**config.mk**
```make
export PLATFORM = sky130hd
export DESIGN_NAME = halfband_2nd_interp
export DESIGN_NICKNAME = d
export VERILOG_FILES = /design/src/rtl/halfband_2nd_interp.sv
export SDC_FILE = /design/constraint.sdc
export NUM_CORES = 1
export LEC_CHECK = 0
export CAP_MARGIN = 40
export CELL_PAD_IN_SITES_DETAIL_PLACEMENT = 1
export CELL_PAD_IN_SITES_GLOBAL_PLACEMENT = 1
export CORE_UTILIZATION = 40
export DETAILED_ROUTE_END_ITERATION = 16
export PLACE_DENSITY = 0.74
export SYNTH_ARGS = -nofsm -noshare
export SYNTH_HDL_FRONTEND = slang
export SYNTH_SLANG_ARGS = --single-unit
```
**constraint.sdc**
```tcl
create_clock -name sys_clk -period 28.3 [get_ports sys_clk]
set_clock_uncertainty 0.15 [all_clocks]
set_input_delay 2.83 -clock sys_clk [delete_from_list [all_inputs] [get_ports sys_clk]]
set_output_delay 2.83 -clock sys_clk [all_outputs]
set_load 0.01 [all_outputs]
```
**src/rtl/halfband_2nd_interp.sv**
```systemverilog
// Second 2x halfband interpolator: filter-branch sample from one time-shared MAC,
// centre-tap sample from the delay line scaled by 0.5.
module halfband_2nd_interp #(
  parameter int WIDTH = 18,
  parameter int NPAIR = 4,
  parameter int ACCW  = 40
) (
  input  logic                    sys_clk,
  input  logic                    reset,
  input  logic                    in_en,
  input  logic signed [WIDTH-1:0] x_in,
  output logic signed [WIDTH-1:0] y,
  output logic                    y_valid,
  output logic                    y_phase,
  output logic                    busy,
  output logic                    overrun
);
  localparam int TAPS = 2 * NPAIR;
  localparam int KW   = (NPAIR > 1) ? $clog2(NPAIR) : 1;
  localparam int IW   = $clog2(TAPS);
  localparam int PW   = WIDTH + 1;
  localparam int MW   = PW + WIDTH;

  typedef enum logic [1:0] {IDLE, MAC, EMIT0, EMIT1} state_t;

  state_t                  state, next_state;
  logic [KW-1:0]           k;
  logic signed [WIDTH-1:0] x [TAPS];
  logic signed [ACCW-1:0]  acc;
  logic                    accept, drop, mac_step, emit0, emit1;

  logic [IW-1:0]           k_lo, k_hi;
  logic signed [PW-1:0]    pair_sum;
  logic signed [MW-1:0]    product;
  logic                    acc_unused;

  function automatic logic signed [WIDTH-1:0] coef(input logic [KW-1:0] idx);
    case (idx)
      KW'(0):  coef = WIDTH'(-174);
      KW'(1):  coef = WIDTH'(1638);
      KW'(2):  coef = WIDTH'(-7962);
      KW'(3):  coef = WIDTH'(39268);
      default: coef = '0;
    endcase
  endfunction

  // Symmetric pair k uses taps k and TAPS-1-k.
  assign k_lo     = IW'(k);
  assign k_hi     = IW'(TAPS - 1) - IW'(k);
  assign pair_sum = PW'(x[k_lo]) + PW'(x[k_hi]);
  assign product  = MW'(pair_sum) * MW'(coef(k));

  // Only acc[2*WIDTH-2:WIDTH-1] forms the output; the rest is headroom and fraction.
  assign acc_unused = ^{acc[ACCW-1:2*WIDTH-1], acc[WIDTH-2:0]};

  assign busy = (state != IDLE);

  // NOTE: every output of this block gets a default first, so no path leaves a
  // value unassigned and no latch is inferred.
  always_comb begin
    next_state = state;
    accept     = 1'b0;
    drop       = 1'b0;
    mac_step   = 1'b0;
    emit0      = 1'b0;
    emit1      = 1'b0;
    case (state)
      IDLE: begin
        if (in_en) begin
          accept     = 1'b1;
          next_state = MAC;
        end
      end
      MAC: begin
        drop     = in_en;
        mac_step = 1'b1;
        if (k == KW'(NPAIR - 1)) next_state = EMIT0;
      end
      EMIT0: begin
        drop       = in_en;
        emit0      = 1'b1;
        next_state = EMIT1;
      end
      EMIT1: begin
        emit1 = 1'b1;
        if (in_en) begin
          accept     = 1'b1;
          next_state = MAC;
        end else begin
          next_state = IDLE;
        end
      end
      default: next_state = IDLE;
    endcase
  end

  always_ff @(posedge sys_clk or posedge reset) begin
    if (reset) state <= IDLE;
    else       state <= next_state;
  end

  // NOTE: the delay line is reset explicitly because its taps feed the outputs
  // directly; an unreset history would leak into the first results after reset.
  always_ff @(posedge sys_clk or posedge reset) begin
    if (reset) begin
      for (int i = 0; i < TAPS; i++) x[i] <= '0;
      acc     <= '0;
      k       <= '0;
      y       <= '0;
      y_valid <= 1'b0;
      y_phase <= 1'b0;
      overrun <= 1'b0;
    end else begin
      y_valid <= emit0 | emit1;
      if (drop) overrun <= 1'b1;

      if (accept) begin
        x[0] <= x_in;
        for (int i = 1; i < TAPS; i++) x[i] <= x[i-1];
        acc <= '0;
        k   <= '0;
      end else if (mac_step) begin
        acc <= acc + ACCW'(product);
        k   <= k + KW'(1);
      end

      if (emit0) begin
        y       <= acc[2*WIDTH-2:WIDTH-1];
        y_phase <= 1'b0;
      end else if (emit1) begin
        // NOTE: non-blocking assignment means this reads x[NPAIR-1] from before
        // any shift accepted on the same edge, which is the intended centre value.
        y       <= x[NPAIR-1] >>> 1;
        y_phase <= 1'b1;
      end
    end
  end
endmodule

```
# ---- Yosys cells after proc, flatten, opt, wreduce, memory -nomap -nowiden
# Index checks and enable logic that the tools add are counted.
dict set report word_totals {
  ff_bits 209
  latchBits 0
  ramBits 0
  mem_bits_ro 0
  in_bits 21
  output_inout_bits 22
  wordCells 66
  n_memories 0
}
dict set report op_classes {
  addsub 4
  mul 1
  div_mod_pow 0
  order_cmp 2
  eq_ne 8
  shift 0
  mux 25
  n_bitwise 3
  reduce_logical 8
}
# operator n
set op_table {}
lappend op_table {{binary-select mux 18 bit (select 3 bit)} 2}
lappend op_table {{2-to-1 mux 18 bit} 6}
lappend op_table {{2-to-1 mux 40 bit} 2}
lappend op_table {{one-hot mux 18 bit (4 select lines)} 1}
lappend op_table {{adder 40 x 37 -> 40 bit} 1}
lappend op_table {{multiplier 19 x 18 -> 37 bit} 1}
lappend op_table {{adder 18 x 18 -> 19 bit} 1}
lappend op_table {{2-to-1 mux 1 bit} 9}
lappend op_table {{equality test 2 bit, second input constant} 4}
lappend op_table {{greater-or-equal comparator 4 bit, second input constant} 2}
lappend op_table {{2-to-1 mux 2 bit} 4}
lappend op_table {{one-hot mux 2 bit (4 select lines)} 1}
lappend op_table {{nonzero test 2 bit} 3}
lappend op_table {{equality test 2 x 1 -> 1 bit, second input constant} 2}
lappend op_table {{logical NOT 2 bit} 2}
lappend op_table {{inequality test 2 bit, second input constant} 2}
lappend op_table {{NOT 2 -> 4 bit} 1}
lappend op_table {{NOT 3 -> 4 bit} 1}
lappend op_table {{OR reduction 2 bit} 2}
lappend op_table {{subtractor 3 x 2 -> 3 bit, first input constant} 1}
lappend op_table {{adder 2 x 1 -> 2 bit, second input constant} 1}
lappend op_table {{AND reduction 2 bit} 1}
lappend op_table {{bitwise OR 1 bit} 1}

# ---- Longest topological paths before layout
# Gate-level depths: netlist of run 1.
dict set report logic_depth {
  ltp_word 10
  ltp_mapped 37
  ltp_nobuf 35
}

# ---- Worst setup path before layout of run 1
# No wires, ideal clock.
dict set report synth_path {
  path_type {register -> register}
  startpoint {register k[0]}
  endpoint {register acc[34]}
  setup_time_ns 0.136
  arrival_time_ns 9.162
  t_required_ns 28.014
  setup_slack_ns 18.851
  path_stages_with_launch 35
  path_buffers 2
  period_less_slack_ns 9.449
  path_cell_list {dfrtp_1 clkbuf_1 buf_1 mux4_2 ha_1 o21ai_0 nand2b_1 a21oi_1 a21oi_2 a21oi_1 o21bai_1 a21oi_1 xor2_2 or2_2 fa_1 inv_1 fa_1 inv_1 fa_1 inv_1 fa_1 fa_1 fa_1 ha_1 ha_1 a21oi_1 o21ai_0 a221o_1 nor3_2 a211oi_1 or3b_1 a31oi_1 xnor2_1 xnor2_1 a21oi_1}
}
dict set report synth_between {
  elab_chain_cells 10
  elab_cells_between_ends 19
  classes_between {add/sub (3); mul (1); eq/ne (3); mux (9); bitwise (2); reduce/logical (1)}
}
# element line
set synth_lines {}
lappend synth_lines {{start: declaration} 27} ;# logic [KW-1:0] k;
lappend synth_lines {{start signal: assignment} 124} ;# k <= k + KW'(1);
lappend synth_lines {{subtractor 3 x 2 -> 3 bit} 49} ;# assign k_hi = IW'(TAPS - 1) - IW'(k);
lappend synth_lines {{NOT 3 -> 4 bit (not written as such)} 50} ;# assign pair_sum = PW'(x[k_lo]) + PW'(x[k_hi]);
lappend synth_lines {{binary-select mux 18 bit (select 3 bit)} 50}
lappend synth_lines {{2-to-1 mux 18 bit (not written as such) (2 in a row)} 50}
lappend synth_lines {{adder 18 x 18 -> 19 bit} 50}
lappend synth_lines {{multiplier 19 x 18 -> 37 bit *} 51} ;# assign product = MW'(pair_sum) * MW'(coef(k));
lappend synth_lines {{adder 40 x 37 -> 40 bit *} 123} ;# acc <= acc + ACCW'(product);
lappend synth_lines {{2-to-1 mux 40 bit *} 122} ;# end else if (mac_step) begin
lappend synth_lines {{2-to-1 mux 40 bit *} 117} ;# if (accept) begin
lappend synth_lines {{end signal: assignment} 123}
lappend synth_lines {{end: declaration} 29} ;# logic signed [ACCW-1:0] acc;
# Every way passes the cells marked *; elsewhere a longest branch is shown, timed or not. The select of a mux whose other input is x is not followed.
# A chain may end at the register's enable or synchronous reset.

# ---- Worst setup path in the final report of run 1
# Same ends and word-level chain as after synthesis.

==> results of run 1 <==
-- worst reg2reg max path, delay by kind of cell (launching register included) --
kind | cells | cell delay (ns)
adder cells (fa/ha/maj) | 9 | 4.16
AO/OA/AOI/OAI | 11 | 2.39
buffers and inverters | 6 | 0.97
XOR/XNOR | 3 | 0.93
AND/OR/NAND/NOR | 2 | 0.79
flip-flops | 1 | 0.75
multiplexers | 1 | 0.58
-- cell usage after synthesis (2+ instances only) --
cell / instances
conb_1: 2
xnor2_1: 44
nor2_1: 164
dfrtp_1: 203
and3_4: 2
mux4_2: 36
a21o_1: 21
o21bai_1: 9
mux2i_1: 38
xor2_2: 2
nand3_1: 11
nand4_1: 3
ha_1: 168
fa_1: 313
nand2b_1: 21
or2_2: 14
o21a_1: 2
nor4b_1: 2
nor4_1: 2
a21oi_1: 55
buf_1: 10
o31a_1: 2
a211oi_1: 7
nand2_1: 493
a21boi_0: 4
a31oi_2: 2
a31o_2: 2
a21oi_2: 2
inv_1: 405
nor3b_1: 2
o21ai_0: 44
nor2b_1: 9
and2_1: 3
clkbuf_1: 66
o211ai_1: 9
nor3_1: 11
a221o_1: 2
a31oi_1: 5
xor2_1: 10
-- per-layer routing --
layer  vias to the layer above  global-route usage (%)  routed length (microns)
li1                       6862                       -                        -
met1                      7863                   29.61                    24930
met2                       262                   39.48                    29080
met3                        85                   3.168                     2296
met4                         0                   5.695                     1354
met5                         -                       0                        0
-- layout make-up --
type / instances / area (sq um)
flip-flops and latches: 203 / 5082
clock buffers: 36 / 747.0
clock inverters: 7 / 91.34
inverters: 407 / 1535
fillers: 5924 / 28440
well taps: 680 / 850.8
repair buffers: 70 / 698.2
multi-input cells: 1542 / 14270
-- cell families (layout without fill, tap and decap cells) --
kind of cell	after synthesis	after routing	synth area share, %
flops	203	203	24.04
simple gates	745	745	14.30
compound gates	178	178	5.348
mux	75	75	5.691
xor+xnor	56	56	2.392
other cells	2	7	0.03555
buf+inv	483	520	8.581
fa+ha+maj	481	481	39.61
-- worst min path at each step --
stage                                to  slack (ns)  depth (start not counted)
floorplan              x[0]$_DFFE_PP0P_        0.29                          2
global placement    overrun$_DFFE_PP0P_        0.30                          1
detailed placement  overrun$_DFFE_PP0P_        0.31                          1
CTS                 overrun$_DFFE_PP0P_        0.32                          1
global route        overrun$_DFFE_PP0P_        0.33                          1
finish              overrun$_DFFE_PP0P_        0.31                          1
-- per-stage QoR --
stage | setup WS (ns) | cell area, sq um
2_1_floorplan | 18.85 | 21150
3_3_place_gp | 17.69 | 22340
3_5_place_dp | 17.43 | 22440
4_1_cts | 17.38 | 23280
5_1_grt | 16.77 | 23280
6_report | 17.43 | 23280
-- registers in the layout, indices dropped and copies added (netlist names) --
| register | flops |
|---|---|
| x | 144 |
| acc | 34 |
| y | 18 |
| k | 2 |
| state | 2 |
| overrun | 1 |
| y_phase | 1 |
| y_valid | 1 |
==> out/metrics.yaml, run 1 <==
ys_ff_latch: 203
core_area_sq_um: 51720
syn-mean-instance-area_sq_um: 9.504
yosys.area.top_type: "fa_1"
hold_start: "overrun$_DFFE_PP0P_"
tightest_slew_ns: 0.9224
status: "finished clean"
hold_class: "reg -> reg"
cts_buffer_depth: 3
drt_iter0_drc: 801
start_kind: "flop"
crit_start: "k[0]$_DFFE_PP0P_"
ys.flop_type: "dfrtp_1"
reg2reg_to: "acc[34]$_DFFE_PP0P_"
hold_violations: 0
grt_max_degree: 118
ys_top_cells_by_area: "fa_1, dfrtp_1, ha_1"
drive_gt1_share_pct: 6.269
setup_viol_count_final: 0
grt-ovfl-total: 0
via_per_inst: 5.118
setup_tns_ns: 0
wl_per_cell_microns: 19.58
vias: 15070
worstSetupEndpoint: "acc[34]$_DFFE_PP0P_"
layout.nets: 2750
critical-path-slowest-cell: "dfrtp_2"
gp_congestion: 0.8861
rsz0062_at_grt: "no"
synth_cells: 2223
antenna_found_initial: 1
clockRootBuffer: "clkbuf_16"
num_rows: 83
rr_startpoint: "k[0]$_DFFE_PP0P_"
path_depth: 32
dp.final_hpwl_microns: 46600
crit_buf_inv: 6
slowest_delay_ns: 0.75
dieArea_sq_um: 53740
grt_util_all_layers_pct: 22.68
cts_tree: "done"
synth-edff-count: 0
cts_sinks: 203
yosys_warnings: 0
firstDrtPassIters: 5
rr_worst_depth: 32
final_util_pct: 45.01
crit_path_frequent_cell: "fa_1"
arrival_ns: 11.09
grt_pass1_vias: 17430
clkTransAtPathRegs_ns: 0.06
wirelength_microns: 57660
crit_fanout: 23
final_max_slew_viol_count: 0
initial_core_util_pct: 40.85
grt_pass1_wl_microns: 95630
fin_cells: 2945
synth-async-reset-ratio_pct: 100.0
ant_nets: 0
fp.dieH_microns: 231.8
synth_top_area_share_pct: 29.66
mostFrequentLayoutCell: "nand2_1"
die_x_microns: 231.8
period_share_pct: 38.40
syn_area_sq_um: 21130
drc: 0
synth_cell_types: 62
slew_headroom_pct: 38.31
fin_hold_ws_ns: 0.3138
worstPathRequired_ns: 28.52
cap_violations: 0
crit_family: "adder cells"
crit_type: "reg -> reg"
final_cell_mix: "nand2_1, inv_1, fa_1"
max_freq_mhz: 92.01
seq_area_frac_synth_pct: 24.04
htree_levels: 1
cts-resized-gates: 0
syn_to_final_growth_pct: 10.18
dp_cells: 2902
pin_count: 43
post_cts_buffers: 0
crit_path_end_kind: "flop"
antenna_cells: 0
portBuffers: 42
r2r_setup_slack_ns: 17.43
period_needed_ns: 10.87
postCtsHoldBufs: 0
cts_buffers: 24
insertion_delay_ns: 0.52
Power of run 1 is not shown: default switching activity piles up to over one toggle a cycle in this logic, so the estimate is an artifact.
==> run 2, diff against run 1 <==
==> constraint.sdc (replaced) <==
create_clock -name sys_clk -period 10.97 [get_ports sys_clk]
set_clock_uncertainty 0.15 [all_clocks]
set_input_delay 1.097 -clock sys_clk [delete_from_list [all_inputs] [get_ports sys_clk]]
set_output_delay 1.097 -clock sys_clk [all_outputs]
set_load 0.01 [all_outputs]
==> run 2 against run 1 <==
  * Global-route usage rose by 0.11 points
  * Final cell count up 0.34%
  * Hold slack better by 0.0078 ns
  * First-iteration DRC count increased by 3.1%
  * Sequential share of layout area is essentially flat
  * Critical path depth up 2
  * Sequential cell count unchanged
  * Register-to-register slack got worse by 17 ns
  * Setup slack got worse by 17 ns
  * Largest cell class unchanged
  * Highest routed layer unchanged
==> out/metrics.yaml, run 2 (synthesis results as in run 1) <==
via_per_inst: 5.101
start_kind: "flop"
cts_tree: "done"
hold_class: "reg -> reg"
initial_core_util_pct: 40.85
cts_buffer_depth: 3
vias: 15070
period_needed_ns: 10.18
num_rows: 83
wirelength_microns: 57830
r2r_setup_slack_ns: 0.79
cap_violations: 0
max_freq_mhz: 98.25
antenna_cells: 0
dp.final_hpwl_microns: 47510
rsz0062_at_grt: "no"
grt_max_degree: 87
multi_input_area_sq_um: 14270
htree_levels: 1
grt_pass1_vias: 17510
die_x_microns: 231.8
drive_gt1_share_pct: 6.374
insertion_delay_ns: 0.52
dieArea_sq_um: 53740
hold_violations: 0
core_area_sq_um: 51720
final_util_pct: 44.99
arrival_ns: 10.39
reg.largest.list: "x x144, acc x34, y x18"
crit_path_frequent_cell: "fa_1"
tightest_slew_ns: 0.8891
grt-ovfl-total: 0
seq_area_sq_um: 5085
syn_to_final_growth_pct: 10.13
drc: 0
hold_start: "overrun$_DFFE_PP0P_"
ant_nets: 0
status: "finished clean"
worstPathRequired_ns: 11.18
slowest_delay_ns: 0.71
layout.nets: 2760
grt_pass1_wl_microns: 95790
pin_count: 43
crit_type: "reg -> reg"
setup_viol_count_final: 0
period_share_pct: 92.78
cts_buffers: 23
wl_per_cell_microns: 19.57
clkTransAtPathRegs_ns: 0.06
cts_sinks: 203
fp.dieH_microns: 231.8
dp_worst_setup_slack_ns: 0.3343
gp_congestion: 0.8955
mostFrequentLayoutCell: "nand2_1"
rr_worst_depth: 34
rr_startpoint: "k[0]$_DFFE_PP0P_"
slew_headroom_pct: 40.73
crit_fanout: 23
firstDrtPassIters: 4
nFillCells: 5928
whs_path_depth: 1
crit_path_end_kind: "flop"
portBuffers: 42
critical-path-slowest-cell: "dfrtp_4"
final_cell_mix: "nand2_1, inv_1, fa_1"
reg2reg_to: "acc[34]$_DFFE_PP0P_"
grt_util_all_layers_pct: 22.79
setup_ws_ns: 0.7918
antenna_found_initial: 0
setup_tns_ns: 0
holdPathEnd: "overrun$_DFFE_PP0P_"
final_max_slew_viol_count: 0
clockRootBuffer: "clkbuf_16"
max_flop_register: "x"
drt_iter0_drc: 826
largest_reg_flops: 144
## run 2: changes by cell type in the layout (fill, tap and decap cells not counted), moves of 2 or more
cell       previous run  this run
clkbuf_1              3         9
buf_4                24        36
clkbuf_8              8         4
clkbuf_16            25        23
## run 2: cell type report
type / instances / area share [%]
Clock inverter: 6 / 0.3764
Clock buffer: 36 / 2.855
Timing Repair Buffer: 81 / 3.323
Inverter: 407 / 6.598
Sequential cell: 203 / 21.85
Tap cell: 680 / 3.657
Multi-Input combinational cell: 1542 / 61.34
## run 2: what timing repair did
action / in CTS / in global routing
setup endpoints to repair: 0 / 1
resized for setup: 0 / 1
buffers inserted: 0 / 1
hold buffers: 0 / 0
## run 2: through the flow
stage | hold slack, ns | instance area (sq um) | std cells
2_1_floorplan | 0.2911 | 21150 | 2228
3_3_place_gp | 0.2937 | 22420 | 2909
3_5_place_dp | 0.3120 | 22510 | 2912
4_1_cts | 0.3267 | 23260 | 2954
5_1_grt | 0.3469 | 23270 | 2955
6_report | 0.3216 | 23270 | 2955
## run 2: worst max path at each step
| stage | startpoint | end | slack [ns] | cells past startpoint |
|---|---|---|---|---|
| after CTS | k[0]$_DFFE_PP0P_ | acc[34]$_DFFE_PP0P_ | 0.25 | 33 |
| after global routing | k[0]$_DFFE_PP0P_ | acc[34]$_DFFE_PP0P_ | 0.22 | 34 |
| final | k[0]$_DFFE_PP0P_ | acc[34]$_DFFE_PP0P_ | 0.79 | 34 |
| after floorplan | k[0]$_DFFE_PP0P_ | acc[34]$_DFFE_PP0P_ | 1.52 | 34 |
| after global placement | k[0]$_DFFE_PP0P_ | acc[34]$_DFFE_PP0P_ | 0.57 | 33 |
| after detailed placement | k[0]$_DFFE_PP0P_ | acc[34]$_DFFE_PP0P_ | 0.33 | 33 |
## run 2: critical path: cells and delay by family, from the launching register on
| kind | cells | cell delay, ns |
|---|---|---|
| AO/OA/AOI/OAI | 13 | 2.36 |
| AND/OR/NAND/NOR | 2 | 0.55 |
| XOR/XNOR | 3 | 0.80 |
| multiplexers | 1 | 0.56 |
| buffers and inverters | 6 | 0.81 |
| flip-flops | 1 | 0.71 |
| adder cells (fa/ha/maj) | 9 | 4.04 |
## run 2: routing by layer
metal / global-route usage, % / up-vias / part of all wire, %
met5: 0 / - / 0
met4: 6.065 / 0 / 2.7
met3: 2.763 / 88 / 3.6
met2: 39.54 / 272 / 50
met1: 29.99 / 7833 / 43
li1: - / 6881 / -
Power of run 2 is left out for the same reason.
==> run 3, diff against run 2 <==
--- a/config.mk
+++ b/config.mk
@@ -8,9 +8,10 @@
 export CAP_MARGIN = 40
 export CELL_PAD_IN_SITES_DETAIL_PLACEMENT = 1
 export CELL_PAD_IN_SITES_GLOBAL_PLACEMENT = 1
-export CORE_UTILIZATION = 40
+export CORE_UTILIZATION = 51
 export DETAILED_ROUTE_END_ITERATION = 16
-export PLACE_DENSITY = 0.74
+export PLACE_DENSITY = 0.89
+export SKIP_CTS_REPAIR_TIMING = 1
 export SYNTH_ARGS = -nofsm -noshare
 export SYNTH_HDL_FRONTEND = slang
 export SYNTH_SLANG_ARGS = --single-unit
==> run 3 against run 2 <==
  * Final area down 0.75%
  * First-iteration DRC count up 9.0%
  * Wire length is 9.1% higher
  * Non-clock buffer count is 2 lower
  * Critical path depth decreased by 2
  * Utilization grew 12 points
  * Largest cell class unchanged
==> out/metrics.yaml, run 3 (synthesis results as in run 1) <==
status: "finished clean"
grt_pass1_vias: 18800
ant_nets: 0
dieArea_sq_um: 42240
cts_sinks: 203
grt-ovfl-total: 0
reg2reg_to: "acc[34]$_DFFE_PP0P_"
largest_reg_flops: 144
vias: 15840
r2r_setup_slack_ns: 0.39
critical-path-slowest-cell: "dfrtp_2"
period_share_pct: 96.47
m1WireLength_microns: 22970
portBuffers: 42
gp_congestion: 0.9330
syn_to_final_growth_pct: 9.304
final_max_slew_viol_count: 0
dr_wl_met3_microns: 2934
firstDrtPassIters: 5
cts_buffers: 22
cap_violations: 0
grt_util_all_layers_pct: 31.56
multi_input_area_sq_um: 14280
mostFrequentLayoutCell: "nand2_1"
reg.largest.list: "x x144, acc x34, y x18"
setup_tns_ns: 0
max_freq_mhz: 94.49
initial_core_util_pct: 51.74
drt_iter0_drc: 900
tightest_slew_ns: 0.9049
final_cell_mix: "nand2_1, inv_1, fa_1"
wirelength_microns: 63120
drc: 0
nFillCells: 4619
fp.dieH_microns: 205.5
clockRootBuffer: "clkbuf_16"
rr_startpoint: "k[0]$_DFFE_PP0P_"
period_needed_ns: 10.58
hold_violations: 0
crit_family: "adder cells"
dr_wl_met2_microns: 33250
worstSetupEndpoint: "acc[34]$_DFFE_PP0P_"
pin_count: 43
crit_path_end_kind: "flop"
crit_buf_inv: 5
num_rows: 74
crit_start: "k[0]$_DFFE_PP0P_"
htree_levels: 1
worstPathRequired_ns: 11.19
slowest_delay_ns: 0.67
path_depth: 32
layout.nets: 2757
arrival_ns: 10.80
die_x_microns: 205.5
via_per_inst: 5.653
max_flop_register: "x"
seq_area_sq_um: 5082
routed.top_layer: "met4"
wl_per_cell_microns: 22.53
start_kind: "flop"
cts_tree: "done"
crit_path_frequent_cell: "fa_1"
dp.final_hpwl_microns: 50490
slew_headroom_pct: 39.24
crit_type: "reg -> reg"
drive_gt1_share_pct: 6.390
crit_fanout: 17
setup_viol_count_final: 0
antenna_cells: 0
grt_max_degree: 122
grt_pass1_wl_microns: 101300
insertion_delay_ns: 0.52
rsz0062_at_grt: "no"
core_area_sq_um: 40830
clkTransAtPathRegs_ns: 0.07
antenna_found_initial: 0
rr_worst_depth: 32
cts_buffer_depth: 3
hold_class: "reg -> reg"
run 3: cell type report:
cell class                 instances  share of cell area, %
multi-input combinational       1542                  61.83
inverter                         407                  6.648
clock buffer                      31                  2.747
sequential                       203                  22.01
tap                              532                  2.882
timing repair buffer              79                  3.576
clock inverter                     7                 0.3088
run 3: routing by layer:
layer  vias up  GRT usage [%]
li1       6889              -
met2       479          56.84
met5         -              0
met1      8243          35.90
met4         0          17.41
met3       224          4.498
run 3: metrics by stage:
step / area [sq um] / utilization (%) / cells / setup slack (ns) / hold WS [ns]
detailed placement: 22370 / 54.79 / 2762 / 0.5127 / 0.3220
CTS: 23080 / 56.52 / 2800 / 0.2939 / 0.3381
floorplan: 21150 / - / 2228 / 1.521 / 0.2911
global placement: 22190 / 54.35 / 2755 / 0.9604 / 0.2958
global route: 23090 / 56.56 / 2801 / 0.03647 / 0.3455
finish: 23090 / 56.56 / 2801 / 0.3874 / 0.3368
run 3: worst min-delay path by stage:
stage / start / to / cells after the start
final: overrun$_DFFE_PP0P_ / overrun$_DFFE_PP0P_ / 1
after global routing: overrun$_DFFE_PP0P_ / overrun$_DFFE_PP0P_ / 1
after CTS: overrun$_DFFE_PP0P_ / overrun$_DFFE_PP0P_ / 1
after detailed placement: overrun$_DFFE_PP0P_ / overrun$_DFFE_PP0P_ / 1
after global placement: overrun$_DFFE_PP0P_ / overrun$_DFFE_PP0P_ / 1
after floorplan: x[0]$_DFFE_PP0P_ / x[0]$_DFFE_PP0P_ / 2
Power of run 3 is left out for the same reason.
